File: src/rtl/fetch_pkg.sv
// Shared constants and the queued entry type for the instruction fetch block.
package fetch_pkg;

    localparam int FETCH_PC_W   = 16;
    localparam int FETCH_INST_W = 32;
    localparam int FETCH_DEPTH  = 4;

    // One fetched instruction together with the address it was read from.
    typedef struct packed {
        logic [FETCH_PC_W-1:0]   pc;
        logic [FETCH_INST_W-1:0] inst;
    } fetch_entry_t;

endpackage

File: src/rtl/sync_fifo.sv
// Small first-word-fall-through queue with synchronous flush and a count output.
module sync_fifo #(
    parameter int WIDTH = 8,
    parameter int DEPTH = 4
) (
    input  logic                     clk,
    input  logic                     rst,
    input  logic                     flush,
    input  logic                     push,
    input  logic [WIDTH-1:0]         din,
    input  logic                     pop,
    output logic [WIDTH-1:0]         dout,
    output logic [$clog2(DEPTH):0]   count
);

    localparam int AW = $clog2(DEPTH);
    localparam logic [AW:0] FULL = (AW+1)'(DEPTH);

    logic [WIDTH-1:0] mem_q [DEPTH];
    logic [AW-1:0]    wr_ptr_q;
    logic [AW-1:0]    rd_ptr_q;
    logic [AW:0]      count_q;
    logic             do_pop;
    logic             do_push;

    // A push into a full queue is only accepted when a pop frees a slot.
    always_comb begin
        do_pop  = pop && (count_q != '0);
        do_push = push && ((count_q != FULL) || do_pop);
    end

    // Pointer and count bookkeeping; flush empties the queue in one edge.
    always_ff @(posedge clk) begin
        if (rst || flush) begin
            wr_ptr_q <= '0;
            rd_ptr_q <= '0;
            count_q  <= '0;
        end else begin
            if (do_push) wr_ptr_q <= wr_ptr_q + 1'b1;
            if (do_pop)  rd_ptr_q <= rd_ptr_q + 1'b1;
            case ({do_push, do_pop})
                2'b10:   count_q <= count_q + 1'b1;
                2'b01:   count_q <= count_q - 1'b1;
                default: count_q <= count_q;
            endcase
        end
    end

    // Storage array; contents need no reset because count gates visibility.
    always_ff @(posedge clk) begin
        if (do_push && !flush && !rst) mem_q[wr_ptr_q] <= din;
    end

    assign dout  = mem_q[rd_ptr_q];
    assign count = count_q;

endmodule

File: src/rtl/fetch_unit.sv
// Instruction fetch front end: credit-based request issue, redirect/kill handling
// and a small queue feeding decode.
module fetch_unit
    import fetch_pkg::*;
#(
    parameter int              PC_W     = FETCH_PC_W,
    parameter int              INST_W   = FETCH_INST_W,
    parameter int              DEPTH    = FETCH_DEPTH,
    parameter logic [PC_W-1:0] RESET_PC = '0
) (
    input  logic                     clk,
    input  logic                     rst,
    input  logic                     redirect,
    input  logic [PC_W-1:0]          redirect_pc,
    output logic [PC_W-1:0]          im_addr,
    output logic                     im_req,
    input  logic [INST_W-1:0]        im_rdata,
    output logic                     out_valid,
    input  logic                     out_ready,
    output logic [PC_W-1:0]          out_pc,
    output logic [INST_W-1:0]        out_inst,
    output logic [$clog2(DEPTH):0]   occupancy
);

    localparam int CW = $clog2(DEPTH) + 1;
    localparam logic [CW:0] DEPTH_C = (CW+1)'(DEPTH);

    logic [PC_W-1:0]        fetch_pc_q, fetch_pc_d;
    logic [PC_W-1:0]        inflight_pc_q, inflight_pc_d;
    logic                   inflight_q, inflight_d;

    logic [PC_W-1:0]        redirect_aligned;
    logic                   redirect_eff;
    logic [CW-1:0]          fifo_count;
    logic [PC_W+INST_W-1:0] fifo_dout;
    logic                   fifo_push;
    logic                   pop;
    logic [CW:0]            demand;

    // Issue, credit and output qualification for the current cycle.
    always_comb begin
        redirect_aligned = redirect_pc & ~PC_W'(3);
        redirect_eff     = redirect && !rst;
        out_valid        = !rst && (fifo_count != '0) && !redirect;
        pop              = out_valid && out_ready;
        // Entries that will be held after this edge, counting the response still due.
        demand           = {1'b0, fifo_count} + (CW+1)'(inflight_q) - (CW+1)'(pop);
        im_req           = !rst && (redirect || (demand < DEPTH_C));
        im_addr          = redirect_eff ? redirect_aligned : fetch_pc_q;
        // A response returning in a redirect cycle belongs to the killed stream.
        fifo_push        = inflight_q && !redirect_eff;
        out_pc           = out_valid ? fifo_dout[PC_W+INST_W-1:INST_W] : '0;
        out_inst         = out_valid ? fifo_dout[INST_W-1:0] : '0;
        occupancy        = rst ? '0 : fifo_count;
    end

    // Next fetch address and in-flight tracking.
    always_comb begin
        fetch_pc_d    = fetch_pc_q;
        inflight_d    = im_req;
        inflight_pc_d = im_addr;
        if (redirect_eff) begin
            fetch_pc_d = redirect_aligned + PC_W'(4);
        end else if (im_req) begin
            fetch_pc_d = fetch_pc_q + PC_W'(4);
        end
    end

    // Fetch state registers.
    always_ff @(posedge clk) begin
        if (rst) begin
            fetch_pc_q    <= RESET_PC;
            inflight_q    <= 1'b0;
            inflight_pc_q <= '0;
        end else begin
            fetch_pc_q    <= fetch_pc_d;
            inflight_q    <= inflight_d;
            inflight_pc_q <= inflight_pc_d;
        end
    end

    sync_fifo #(
        .WIDTH (PC_W + INST_W),
        .DEPTH (DEPTH)
    ) u_queue (
        .clk   (clk),
        .rst   (rst),
        .flush (redirect_eff),
        .push  (fifo_push),
        .din   ({inflight_pc_q, im_rdata}),
        .pop   (pop),
        .dout  (fifo_dout),
        .count (fifo_count)
    );

endmodule

File: config.mk
export PLATFORM = sky130hd
export DESIGN_NAME = fetch_unit
export DESIGN_NICKNAME = d
export VERILOG_FILES = /design/src/rtl/fetch_pkg.sv /design/src/rtl/sync_fifo.sv /design/src/rtl/fetch_unit.sv
export SDC_FILE = /design/constraint.sdc
export NUM_CORES = 1
export LEC_CHECK = 0
export BUFFER_PORTS_ARGS = -buffer_cell sky130_fd_sc_hd__buf_2
export CAP_MARGIN = 20
export CORE_ASPECT_RATIO = 0.9
export CORE_MARGIN = 3
export CORE_UTILIZATION = 40
export CTS_CLUSTER_SIZE = 16
export DETAILED_ROUTE_END_ITERATION = 10
export SLEW_MARGIN = 20
export SYNTH_ARGS = -nofsm -noshare
export SYNTH_HDL_FRONTEND = slang
export SYNTH_SLANG_ARGS = --single-unit
File: constraint.sdc
create_clock -name clk -period 4.8 [get_ports clk]
set_input_delay 0.72 -clock clk [delete_from_list [all_inputs] [get_ports clk]]
set_output_delay 0.72 -clock clk [all_outputs]
set_load 0.05 [all_outputs]
# After elaboration in Yosys (flattened, before gate mapping)
# Memories as Yosys holds them, arrays and structs flattened. A register that Yosys moved wholly into a read port is not among the register bits.
# Cells that the tools add are included.
# classes
n_addsub	8
n_lt_le_gt_ge	1
n_eq_ne	3
muxes	11
n_reduce_logical	19
# op_table
operator	n
$mux 16	4
$add 16x3->16 const B	2
$mux 32	1
$logic_and 1x1->1	10
$pmux 3 s2	1
$add 2x1->2 const B	2
$add 3x1->4	1
$lt 4x3->1 const B	1
$mux 2	2
$reduce_bool 2->1	2
$sub 4x1->4	1
$add 3x1->3 const B	1
$logic_not 1->1	3
$logic_or 1x1->1	3
$mux 3	1
$ne 3x3->1 const B	1
$reduce_bool 3->1	1
$sub 3x1->3 const B	1
$eq 2x1->1 const B	1
$eq 2x2->1 const B	1
$mux 1	2
# word_totals
register_bits	40
ramBits	192
wordCells	49
mem_count	1
# mem_list
memory	depth	word_bits	read_ports	rd_ports_with_merged_regs	wr	line_no	source
u_queue.mem_q	4	48	1	1	1	sync_fifo.sv:19	logic [WIDTH-1:0] mem_q [DEPTH];

# Longest topological paths before layout
# logic_depth
word_depth	11
ltp_mapped	13
ltp_nobuf	11

# Hierarchy
# A second synthesis with hierarchy kept.
# hier_totals
cells_unflattened	542
area_unflattened_um2	9466.6
# modules_own_cells
mod	n_inst	cells_each	area_each_um2
sync_fifo	1	306	7447.1
fetch_unit	1	236	2019.4

# Worst setup path before layout
# OpenSTA, ideal clock, no wires.
# synth_timing
path_kind	input to output
start	input port rst
end	output port im_req
arrival_ps	2595
required_time_ps	4080
slack_ps	1485
cell_stages	12
path_buffers	1
path_cell_list	buf_6 -> nor2_1 -> nand3_1 -> inv_1 -> ha_1 -> inv_1 -> ha_1 -> nand3b_1 -> o311a_1 -> nand2_1 -> nand2_1 -> inv_1
# synth_between
elab_chain_len	8
# synth_rtl
element	line_no	source
start, declared	fetch_unit.sv:12	input logic rst,
$logic_not 1->1 (*)	fetch_unit.sv:44, fetch_unit.sv:48	
$logic_and 1x1->1 (2 in series)	fetch_unit.sv:44	out_valid = !rst && (fifo_count != '0) && !redirect;
$logic_and 1x1->1	fetch_unit.sv:45	pop = out_valid && out_ready;
$sub 4x1->4	fetch_unit.sv:47	demand = {1'b0, fifo_count} + (CW+1)'(inflight_q) - (CW+1)'(pop);
$lt 4x3->1	fetch_unit.sv:48	im_req = !rst && (redirect || (demand < DEPTH_C));
$logic_or 1x1->1	fetch_unit.sv:48	
$logic_and 1x1->1 (*)	fetch_unit.sv:48	
end, declared	fetch_unit.sv:16	output logic im_req,
# Every way passes the cells marked *; elsewhere a longest branch is shown, timed or not.

# Final worst setup path
# Ends and elaborated chain as after synthesis.

==> impl_results.html <==
<table>
<tr><th>Metric</th><th>Value</th></tr>
<tr><th colspan="2">Run status</th></tr>
<tr><td>Outcome</td><td>finished, final reports clean</td></tr>
<tr><th colspan="2">Setup path</th></tr>
<tr><td>Most frequent cell on the critical path</td><td>sky130_fd_sc_hd__inv_1</td></tr>
<tr><td>Kind of capture point of the worst setup path</td><td>output pin</td></tr>
<tr><td>Critical path's slowest cell</td><td>sky130_fd_sc_hd__o311a_1</td></tr>
<tr><td>Data required time of the critical path</td><td>4.08 ns</td></tr>
<tr><td>Depth of the worst register-to-register path</td><td>11</td></tr>
<tr><td>Launching element of the worst setup path</td><td>rst</td></tr>
<tr><td>Sort of element at the start of the critical path</td><td>input pin</td></tr>
<tr><td>Flop2flop setup slack</td><td>~1.9 ns</td></tr>
<tr><td>CP max FO</td><td>29</td></tr>
<tr><td>Startpoint of the most critical register-to-register path</td><td>u_queue.count[2]</td></tr>
<tr><td>Cell breakdown of the critical path</td><td>buf_2 &gt; nor2_4 &gt; nand3_1 &gt; inv_1 &gt; ha_1 &gt; inv_1 &gt; ha_1 &gt; nand3b_1 &gt; o311a_1 &gt; nand2_1 &gt; nand2_1 &gt; inv_1 &gt; buf_2</td></tr>
<tr><td>Biggest cell delay along the critical path</td><td>between 0.3 and 0.4 ns</td></tr>
<tr><td>Critical path class</td><td>in -&gt; out</td></tr>
<tr><td>Crit path DAT</td><td>3.03 ns</td></tr>
<tr><th colspan="2">Clock network</th></tr>
<tr><td>Hold buffers post-CTS</td><td>0</td></tr>
<tr><td>CTS tree</td><td>done</td></tr>
<tr><td>Clock slew at the register clock pins of the worst setup and hold paths</td><td>0.06 ns</td></tr>
<tr><td>Clock root buffer master</td><td>sky130_fd_sc_hd__clkbuf_16</td></tr>
<tr><td>Post-cts repair resize count</td><td>0</td></tr>
<tr><td>Clock latency of the later-clocked register in the worst-skew pair</td><td>approximately 0.5 ns</td></tr>
<tr><td>Number of buffers inserted during clock tree synthesis</td><td>23</td></tr>
<tr><td>CTS Buffer Depth</td><td>3</td></tr>
<tr><td>Buffers inserted during post-CTS setup optimization</td><td>0</td></tr>
<tr><td>H-tree levels</td><td>1</td></tr>
<tr><td>Clock net sink count</td><td>between 200 and 250</td></tr>
<tr><th colspan="2">Synthesis</th></tr>
<tr><td>Most area-consuming cells after synthesis</td><td>sky130_fd_sc_hd__edfxtp_1 61%, sky130_fd_sc_hd__mux4_2 11%, sky130_fd_sc_hd__dfxtp_1 8.4%, sky130_fd_sc_hd__and3_1 3.7%, sky130_fd_sc_hd__nand2_1 1.4%</td></tr>
<tr><td>Area share of the largest cell type after synthesis</td><td>0.609</td></tr>
<tr><td>Most common cell in the netlist</td><td>sky130_fd_sc_hd__edfxtp_1</td></tr>
<tr><td>Post-Syn Instances</td><td>around 540</td></tr>
<tr><td>Cell area after synthesis</td><td>roughly 0.0091 sq mm</td></tr>
<tr><td>Synthesis-stage register bit count</td><td>around 220</td></tr>
<tr><td>Number of flops mapped to enable cells by yosys</td><td>roughly 180</td></tr>
<tr><td>Most instantiated cells after synthesis</td><td>184 x sky130_fd_sc_hd__edfxtp_1, 53 x sky130_fd_sc_hd__and3_1, 46 x sky130_fd_sc_hd__mux4_2</td></tr>
<tr><td>Number of warning messages in the yosys log</td><td>0</td></tr>
<tr><td>Commonest register cell after synthesis</td><td>sky130_fd_sc_hd__edfxtp_1</td></tr>
<tr><td>Sequential element share of the synthesized area</td><td>0.693</td></tr>
<tr><td>Post-Synthesis Mean Instance Area</td><td>roughly 17 sq um</td></tr>
<tr><td>Distinct cell type count of the synthesized netlist</td><td>58</td></tr>
<tr><td>Async set or reset register ratio after synthesis</td><td>0</td></tr>
<tr><td>Cell accounting for the most synthesized area</td><td>sky130_fd_sc_hd__edfxtp_1</td></tr>
<tr><th colspan="2">Worst hold path</th></tr>
<tr><td>Number of cells on the worst hold path</td><td>1</td></tr>
<tr><td>Start point of the worst hold path</td><td>im_rdata[18]</td></tr>
<tr><td>Path class of the lowest-slack min-delay path</td><td>in -&gt; reg</td></tr>
<tr><th colspan="2">Routing</th></tr>
<tr><td>Total number of vias</td><td>slightly above 5000</td></tr>
<tr><td>First-pass DRT Iterations</td><td>5</td></tr>
<tr><td>Drt wl/cell</td><td>slightly below 20 um</td></tr>
<tr><td>Via/cell ratio</td><td>approximately 5.3</td></tr>
<tr><td>Post-route DRC</td><td>0</td></tr>
<tr><td>Number of nets with antenna violations after detailed routing</td><td>0</td></tr>
<tr><td>Routed WL</td><td>between 15000 and 20000 um</td></tr>
<tr><td>First-iteration detailed-routing DRC count</td><td>331</td></tr>
<tr><th colspan="2">Floorplanning</th></tr>
<tr><td>Vertical die dimension</td><td>about 150 um</td></tr>
<tr><td>Starting utilization of the core area</td><td>0.413</td></tr>
<tr><td># rows</td><td>51</td></tr>
<tr><td>Die footprint</td><td>approximately 0.025 sq mm</td></tr>
<tr><td>Count of pins on the block boundary</td><td>around 120</td></tr>
<tr><td>Core ar.</td><td>around 0.022 sq mm</td></tr>
<tr><td>Floorplan die width</td><td>~160 um</td></tr>
<tr><th colspan="2">Timing</th></tr>
<tr><td>Aggregate negative setup slack</td><td>0 ns</td></tr>
<tr><td>Worst hold slack</td><td>0.428 ns</td></tr>
<tr><td>Achievable Freq</td><td>~270 MHz</td></tr>
<tr><td>Fin Clk Skew</td><td>0.0146 ns</td></tr>
<tr><td>Fin. max-slew vios</td><td>0</td></tr>
<tr><td>Endpoints failing hold</td><td>0</td></tr>
<tr><td># setup viols final</td><td>0</td></tr>
<tr><td>Part of the cycle the worst path needs</td><td>0.781</td></tr>
<tr><td>Actual slew at the worst max-slew pin</td><td>around 0.96 ns</td></tr>
<tr><td>Minimum clock period</td><td>between 3 and 4 ns</td></tr>
<tr><td>Setup repair after global routing missed its margin</td><td>false</td></tr>
<tr><td>Normalized max-slew margin</td><td>0.360</td></tr>
<tr><th colspan="2">Global routing</th></tr>
<tr><td>Total overflow reported by the global router</td><td>0</td></tr>
<tr><td>Number of antenna violations at the first check in global routing</td><td>2</td></tr>
<tr><td>Global-route usage over all layers</td><td>0.155</td></tr>
<tr><td>Number of global-route vias before repair</td><td>roughly 5300</td></tr>
<tr><td>First-pass GRT wire length</td><td>29700 um</td></tr>
<tr><td>Pin count of the biggest net entering global routing</td><td>48</td></tr>
<tr><th colspan="2">Final layout</th></tr>
<tr><td>Number of nets in the layout</td><td>approximately 730</td></tr>
<tr><td>Share of layout cells above drive strength 1</td><td>0.332</td></tr>
<tr><td>Growth of design area from synthesis to finish</td><td>17.4%</td></tr>
<tr><td>Layout filler cell count</td><td>about 1900</td></tr>
<tr><td>Final core area utilization</td><td>0.485</td></tr>
<tr><th colspan="2">Placed design</th></tr>
<tr><td>Number of I/O port buffers</td><td>roughly 110</td></tr>
<tr><td>Total half-perimeter wirelength after legalization and detailed placement</td><td>roughly 12000 um</td></tr>
<tr><td>Routability Congestion</td><td>between 0.8 and 0.9</td></tr>
<tr><th colspan="2">Power</th></tr>
<tr><td>Maximum resistive drop on vdd</td><td>0.000222 V</td></tr>
<tr><td>Power density over the cells</td><td>~390 mW/mm^2</td></tr>
<tr><td>Leakage power summed over all cells</td><td>4.03 nW</td></tr>
<tr><th colspan="2">Run</th></tr>
<tr><td>Max-Cap Viols</td><td>0</td></tr>
</table>
[flip-flops by register name, indices dropped and copies added (netlist names), named ones only]
name,count
fetch_pc_q,14
inflight_pc_q,14
inflight_q,1
u_queue.count,3
u_queue.mem_q,184
u_queue.rd_ptr_q,2
u_queue.wr_ptr_q,2
[worst max-delay path, delay by kind of cell]
family	cells	cell delay, ns
buffers and inverters	5	0.81
AND/OR/NAND/NOR	5	0.73
AO/OA/AOI/OAI	1	0.32
adder cells (fa/ha/maj)	2	0.42
[power by group]
group	switching (mW)	internal (mW)	total, mW
Combinational	0.226	0.0990	0.325
Clock	0.685	0.943	1.63
Sequential	0.0258	2.14	2.16
Total	0.936	3.18	4.11
[cell families (layout without fill, tap and decap cells)]
group           count (synthesis)  in the layout  synth area share
compound gates                 35             35            0.0281
simple gates                  149            149            0.0914
fa+ha+maj                       9              9            0.0132
buf+inv                        58            192            0.0292
flops                         222            222             0.693
mux                            64             64             0.139
other cells                     1              5          0.000413
xor+xnor                        6              6           0.00579
[through the flow]
step	power, mW	setup slack (ns)	area (sq um)	instances
after detailed placement	2.53	1.06	9960	930
after CTS	4.15	1.03	10600	972
after global placement	2.52	1.08	9960	930
after floorplan	2.43	1.49	9080	547
final	4.11	1.05	10700	973
after global routing	4.26	0.826	10600	972
[metal layers]
layer | GRT usage | share of wire | vias to the layer above | wire length (um)
met1 | 0.220 | 0.44 | 2618 | 8400
li1 | - | - | 2361 | -
met3 | 0.0322 | 0.068 | 27 | 1280
met4 | 0.0273 | 0.014 | 4 | 270
met5 | 0 | 0.0012 | - | 23
met2 | 0.253 | 0.47 | 186 | 8910
[path summary, 6_finish.rpt]
| path | end |
|---|---|
| max | im_req |
| min | u_queue.mem_q[0][18] |
| max reg2reg | fetch_pc_q[13] |
| min reg2reg | u_queue.mem_q[1][37] |
[cells in the final DEF (no fill, tap or decap), types with 3 or more instances in the layout]
master                      Yosys  routed
sky130_fd_sc_hd__nand3_1        9       9
sky130_fd_sc_hd__mux2_2         4       4
sky130_fd_sc_hd__nor2_1        21      20
sky130_fd_sc_hd__buf_4          4      13
sky130_fd_sc_hd__or4_1          3       3
sky130_fd_sc_hd__ha_1           8       8
sky130_fd_sc_hd__edfxtp_1     184     184
sky130_fd_sc_hd__clkbuf_1      22       8
sky130_fd_sc_hd__and2_1         7       7
sky130_fd_sc_hd__nor4b_1        3       3
sky130_fd_sc_hd__and3_2         0       4
sky130_fd_sc_hd__conb_1         1       4
sky130_fd_sc_hd__xnor2_1        4       4
sky130_fd_sc_hd__a31oi_1        3       3
sky130_fd_sc_hd__inv_1         21      21
sky130_fd_sc_hd__clkbuf_16      0      23
sky130_fd_sc_hd__clkinv_2       0       5
sky130_fd_sc_hd__nand2_1       35      35
sky130_fd_sc_hd__and3_1        53      49
sky130_fd_sc_hd__dfxtp_1       38      36
sky130_fd_sc_hd__o311ai_1       3       3
sky130_fd_sc_hd__mux2i_1        9       9
sky130_fd_sc_hd__mux4_2        46      46
sky130_fd_sc_hd__a21oi_1        8       8
sky130_fd_sc_hd__o211ai_1       5       5
sky130_fd_sc_hd__buf_2          6     114
[layout make-up]
type                    count  area, sq um  area share
inverters                  23         88.8     0.00834
clock inverters            11         87.6     0.00822
multi-input cells         267         2540       0.239
diodes                      1         2.50    0.000235
flip-flops and latches    222         6290       0.591
clock buffers              31          606      0.0569
repair buffers            127          668      0.0627
well taps                 291          364      0.0342
(Power assumes the default switching activity.)
